**src/rtl/vec_mem_arbiter.sv**
```systemverilog
// vec_mem_arbiter: shares one data-memory port between zero-latency scalar accesses and LANES-word vector bursts.
// Define ARB_STARVE_GUARD_EN to force a vector beat after MAX_WAIT consecutive preempted burst cycles.
module vec_mem_arbiter #(
    parameter int AW = 32,
    parameter int DW = 32,
    parameter int LANES = 4,
    parameter int MAX_WAIT = 4
) (
    input  logic                clk,
    input  logic                reset,
    input  logic                s_req,
    input  logic                s_we,
    input  logic [AW-1:0]       s_addr,
    input  logic [DW-1:0]       s_wdata,
    output logic [DW-1:0]       s_rdata,
    output logic                s_stall,
    input  logic                v_req,
    input  logic                v_we,
    input  logic [AW-1:0]       v_base,
    input  logic [LANES*DW-1:0] v_wdata,
    output logic [LANES*DW-1:0] v_rdata,
    output logic                v_busy,
    output logic                v_done,
    output logic                m_we,
    output logic [AW-1:0]       m_addr,
    output logic [DW-1:0]       m_wdata,
    input  logic [DW-1:0]       m_rdata
);
    localparam int BW = LANES > 1 ? $clog2(LANES) : 1;
    typedef enum logic [1:0] {IDLE, VBURST, VDONE} state_t;
    state_t state, state_n;
    logic [BW-1:0] beat;
    logic [AW-1:0] base;
    logic we_l;
    logic [LANES*DW-1:0] wdata_l;
    logic vslot, sgrant, forced;
`ifdef ARB_STARVE_GUARD_EN
    localparam int WW = $clog2(MAX_WAIT + 1);
    logic [WW-1:0] wait_cnt;
    assign forced = wait_cnt == WW'(MAX_WAIT);
`else
    assign forced = 1'b0;
`endif
    always_ff @(posedge clk or negedge reset) begin
        if (!reset) state <= IDLE;
        else state <= state_n;
    end
    // reset also gates the scalar path so the port is quiet while reset is held
    always_comb begin
        vslot = state == VBURST && (!s_req || forced);
        sgrant = reset && s_req && !vslot;
        state_n = state == IDLE ? (v_req ? VBURST : IDLE) :
                  state == VDONE ? IDLE :
                  (vslot && beat == BW'(LANES - 1)) ? VDONE : VBURST;
        m_addr = vslot ? base + (AW'(beat) << 2) : sgrant ? s_addr : '0;
        m_we = vslot ? we_l : sgrant & s_we;
        m_wdata = vslot ? wdata_l[beat*DW +: DW] : sgrant ? s_wdata : '0;
        s_rdata = sgrant ? m_rdata : '0;
        s_stall = s_req & vslot;
        v_busy = state != IDLE;
        v_done = state == VDONE;
    end
    always_ff @(posedge clk or negedge reset) begin
        if (!reset) begin
            beat <= '0;
            base <= '0;
            we_l <= 1'b0;
            wdata_l <= '0;
            v_rdata <= '0;
`ifdef ARB_STARVE_GUARD_EN
            wait_cnt <= '0;
`endif
        end else if (state == IDLE) begin
            if (v_req) begin
                base <= v_base;
                we_l <= v_we;
                wdata_l <= v_wdata;
                beat <= '0;
`ifdef ARB_STARVE_GUARD_EN
                wait_cnt <= '0;
`endif
            end
        end else if (vslot) begin
            if (!we_l) v_rdata[beat*DW +: DW] <= m_rdata;
            beat <= beat + 1'b1;
`ifdef ARB_STARVE_GUARD_EN
            wait_cnt <= '0;
        end else if (state == VBURST) begin
            wait_cnt <= wait_cnt + 1'b1;
`endif
        end
    end
endmodule

```
**config.mk**
```make
export PLATFORM = sky130hd
export DESIGN_NAME = vec_mem_arbiter
export DESIGN_NICKNAME = d
export VERILOG_FILES = /design/src/rtl/vec_mem_arbiter.sv
export SDC_FILE = /design/constraint.sdc
export NUM_CORES = 1
export LEC_CHECK = 0
export BUFFER_PORTS_ARGS = -buffer_cell sky130_fd_sc_hd__buf_4
export CAP_MARGIN = 20
export CORE_AREA = 2 2 188 190
export DETAILED_ROUTE_END_ITERATION = 7
export DIE_AREA = 0 0 190 192
export PLACE_DENSITY = 0.72
export SYNTH_ARGS = -nofsm -noshare
export SYNTH_HDL_FRONTEND = slang
export SYNTH_SLANG_ARGS = --single-unit
```
**constraint.sdc**
```tcl
create_clock -name clk -period 4.3 [get_ports clk]
set_input_delay 0.86 -clock clk [delete_from_list [all_inputs] [get_ports clk]]
set_output_delay 0.86 -clock clk [all_outputs]
set_load 0.01 [all_outputs]
```
# ---- Yosys cells after proc, flatten, opt, wreduce, memory -nomap -nowiden
# Index checks and enable logic that the tools add are counted.
# Widths: inputs -> output; s select.
dict set report classes {
  reduce_logical 12
  eq_ne 4
  n_bitwise 4
  add_sub_neg 3
  n_shift 3
  mux 14
}
# cell count
set op_table {}
lappend op_table {{$mux 32} 5}
lappend op_table {{$bwmux 128} 1}
lappend op_table {{$shift 32x34->128 const A} 1}
lappend op_table {{$shiftx 128x8->32} 1}
lappend op_table {{$shiftx 32x34->128} 1}
lappend op_table {{$neg 7->34} 1}
lappend op_table {{$add 32x4->32} 1}
lappend op_table {{$mux 2} 6}
lappend op_table {{$eq 2x2->1 const B} 2}
lappend op_table {{$logic_and 1x1->1} 4}
lappend op_table {{$reduce_and 2->1} 2}
lappend op_table {{$reduce_bool 2->1} 2}
lappend op_table {{$reduce_and 3->1} 1}
lappend op_table {{$add 2x1->2 const B} 1}
lappend op_table {{$and 1x1->1} 2}
lappend op_table {{$eq 2x1->1 const B} 1}
lappend op_table {{$logic_not 1->1} 2}
lappend op_table {{$logic_not 2->1} 1}
lappend op_table {{$mux 1} 2}
lappend op_table {{$ne 2x2->1 const B} 1}
lappend op_table {{$not 1->1} 2}
dict set report word_totals {
  inputBits 262
  ff_bits 293
  wordCells 46
}

# ---- Logic depth before layout (Yosys ltp)
dict set report logic_depth {
  ltp_word 6
  mapped_depth 10
  depth_no_buf 8
}

# ---- Worst setup path after synthesis
# Ideal clock, no wire load.
dict set report synth_path {
  path_type {flip-flop to output port}
  start {reg beat[1]}
  end {out m_addr[26]}
  path_stages_with_launch 11
  required_ns 3.440
  t_arrival_ns 2.724
  path_slack_ns 0.716
  cell_sequence {dfrtp_1 -> clkbuf_1 -> buf_1 -> inv_1 -> fa_1 -> and4b_1 -> and3_1 -> clkbuf_2 -> nand4_1 -> xor2_1 -> o21ai_0}
}
dict set report synth_between {
  elab_chain_cells 2
}
# item line
set synth_lines {}
lappend synth_lines {{start: declaration} 32} ;# logic [BW-1:0] beat;
lappend synth_lines {{start signal: assignment} 85} ;# beat <= beat + 1'b1;
lappend synth_lines {{$add 32x4->32} 55} ;# m_addr = vslot ? base + (AW'(beat) << 2) : sgrant ? s_addr : '0;
lappend synth_lines {{$mux 32} 55}
lappend synth_lines {{end: declaration} 25} ;# output logic [AW-1:0] m_addr,
# Every way passes these cells.

# ---- Worst setup path in the final report
dict set report layout_path {
  start {reg beat[1]}
  end {out m_addr[30]}
}
# Same word-level chain as after synthesis.

==> results.json <==
{
  "synth_top_cell_area_share_pct": 54.67,
  "grt_first_pass_wirelength_um": 62600,
  "max_cap_violations": 0,
  "synth_fp_nets": 1466,
  "max-slew-margin-rel_pct": 41.20,
  "start_kind": "flip-flop",
  "max_stage_delay_ps": 480,
  "cp-end-kind": "primary output",
  "synth_area_leaders": "dfrtp_1 (55%), mux2_2 (13%), nand2_1 (8.4%), mux4_2 (5.4%), o21ai_0 (5.0%)",
  "netlist_area_sq_mm": 0.01341,
  "arrival_ps": 2910,
  "critPathKind": "flip-flop to primary output",
  "place_congestion": 0.8187,
  "synthArstFlopShare_pct": 100.0,
  "multiInputGateArea_sq_mm": 0.005737,
  "r2r_slack_ps": 1270,
  "first_pass_iters": 4,
  "wl_per_cell_um": 19.49,
  "holdBufCountCts": 0,
  "path_clk_slew_ps": 60,
  "ant_nets": 0,
  "setup_tns_ps": 0,
  "avgSynthCellArea_sq_um": 11.21,
  "routed_wl_um": 41640,
  "grt_start_max_net_pins": 144,
  "cts_buffer_depth": 3,
  "synth_top_area_cell": "dfrtp_1",
  "swShare_pct": 34.85,
  "cts_tree": "built",
  "fp.dieW_um": 190,
  "clk_latency_ps": 570,
  "clkSinkCount": 293,
  "htreeDepth": 1,
  "p_per_area_mw_per_mm2": 718.6,
  "pin_count": 490,
  "cts_made_buffers": 31,
  "min_path_type": "input pin to asynchronous set/reset pin",
  "fin_util_pct": 54.48,
  "fin_skew_ps": 10.75,
  "n_antenna_cell": 0,
  "antenna_found_initial": 0,
  "place_hpwl_um": 29990,
  "grt_pass1_vias": 10890,
  "period_needed_ps": 3774,
  "finalSetupViolCount": 0,
  "die-area_sq_mm": 0.03648,
  "critPathBufInv": 2,
  "worst_path_max_delay_cell": "fa_1",
  "synth-seq-area-share_pct": 54.67,
  "yosysMostFrequentCell": "nand2_1",
  "vias": 10940,
  "yosys_warnings": 0,
  "worstPathRequired_ps": 3440,
  "clkPwrFrac_pct": 20.2,
  "netlist_top_cells_count": "nand2_1 (299), dfrtp_1 (293), mux2_2 (159)",
  "rr_startpoint": "beat[0]",
  "overflow": 0,
  "synth-seq-cells": 293,
  "ff2ff_path_depth": 7,
  "rr_endpoint": "v_rdata[114]",
  "outcome": "finished clean",
  "syn_to_final_growth_pct": 39.30,
  "fmax_mhz": 265.0,
  "initial_core_util_pct": 39.11,
  "power_leakage_uw": 0.008745,
  "ys_types": 43,
  "finalMaxSlewViolations": 0,
  "power_frac_seq_pct": 37.1,
  "tightest_slew_ps": 882.0,
  "comb_power_share_pct": 42.6,
  "cts-root-buf": "clkbuf_16",
  "crit_chain": "inv_1, fa_1, and4b_1, and3_1, nand3_1, xor2_1, o21ai_0, buf_4",
  "port_buffers": 488,
  "critPathMaxFanout": 6,
  "rsz0062_at_grt": "no",
  "ys.flop_type": "dfrtp_1",
  "nNetsFinal": 1928,
  "synthCells": 1196,
  "switchingPower_uw": 4678,
  "ir_drop_uv": 448.9,
  "postCtsSetupRepairBufs": 0,
  "finalCritPeriodShare_pct": 87.77,
  "drc": 0,
  "coreArea_sq_mm": 0.03429,
  "avgViaCountPerCell": 5.119,
  "num_rows": 68,
  "dieHeight_um": 192,
  "intPower_uw": 8746,
  "drt_iter0_drc": 493,
  "synth-edff-count": 0,
  "critical_path.top_delay_family": "simple AND/OR/NAND/NOR gates",
  "layout-drive-gt1-share_pct": 46.16,
  "ctsResizeCount": 0,
  "track_usage_pct": 22.21,
  "final_hold_viol_count": 0,
  "regArea_sq_mm": 0.007335,
  "fillers": 2989
}
worst max-delay path by stage:
stage / startpoint / endpoint / cells after the start
6_report: beat[1] / m_addr[30] / 8
5_1_grt: base[2] / m_addr[28] / 9
4_1_cts: beat[1] / m_addr[28] / 8
3_5_place_dp: s_req / m_addr[5] / 6
3_3_place_gp: s_req / m_addr[5] / 6
2_1_floorplan: beat[1] / m_addr[26] / 10
sequential cells by signal, indices dropped and copies added (netlist names):
signal / flops
base: 32
beat: 2
state: 2
v_rdata: 128
wdata_l: 128
we_l: 1
worst reg2reg max path, stage by stage, from the launching register on:
cell     delay [ps]
dfrtp_2         360
buf_4           600
inv_1           330
ha_1            470
nor3_4          660
buf_12          250
nand2_1          70
o21ai_0         180
power by group through the flow:
stage          registers (uW)  logic, uW  clock network [uW]
5_1_grt                  5160       6220                2890
6_report                 4990       5720                2710
2_1_floorplan            5030       3060                   0
3_5_place_dp             5030       5730                   0
4_1_cts                  4990       5770                2770
3_3_place_gp             4950       5610                   0
layer usage:
layer	wire, um	up-vias	GRT usage (%)
met3	3336	74	5.682
met5	0	-	0
met1	16230	5362	26.60
li1	-	5070	-
met4	1331	0	6.917
met2	20740	429	39.19
cell type report:
type | count | area share (%)
flip-flops and latches | 293 | 39.26
multi-input cells | 811 | 30.71
clock buffers | 45 | 4.809
inverters | 7 | 0.1407
clock inverters | 11 | 0.7301
well taps | 455 | 3.048
repair buffers | 514 | 21.30
logic make-up after synthesis:
family | Yosys count | share of synthesized area, %
mux | 191 | 18.73
simple gates | 384 | 12.56
buf+inv | 92 | 2.892
fa+ha+maj | 8 | 0.8024
other cells | 1 | 0.02796
xor+xnor | 28 | 1.829
flops | 293 | 54.67
compound gates | 199 | 8.490
per-stage QoR:
step                instances  instance area [sq um]  total power, uW  hold slack (ps)  worst slack, ps
floorplan                1196                  13410             8089            475.2            716.2
global placement         2076                  17570            10550            462.4            992.0
detailed placement       2076                  17570            10760            471.4            916.1
CTS                      2132                  18600            13530            55.67            493.4
global route             2136                  18680            14260            61.47            340.3
finish                   2136                  18680            13420            81.72            525.8
placed cells by master (no fill, tap or decap), types with 3 or more instances in the layout:
| cell | n |
|---|---|
| a22o_1 | 37 |
| and3_1 | 36 |
| buf_12 | 9 |
| buf_4 | 504 |
| bufinv_16 | 3 |
| clkbuf_1 | 7 |
| clkbuf_16 | 31 |
| clkbuf_8 | 7 |
| clkinv_2 | 6 |
| dfrtp_1 | 291 |
| ha_1 | 7 |
| inv_1 | 7 |
| mux2_2 | 159 |
| mux4_2 | 32 |
| nand2_1 | 295 |
| nand2_2 | 4 |
| nand3_1 | 8 |
| nand4_1 | 11 |
| nor2_1 | 7 |
| o21ai_0 | 135 |
| o21ai_1 | 25 |
| xnor2_1 | 7 |
| xor2_1 | 21 |
No activity file was read; power rests on OpenSTA's default activity.
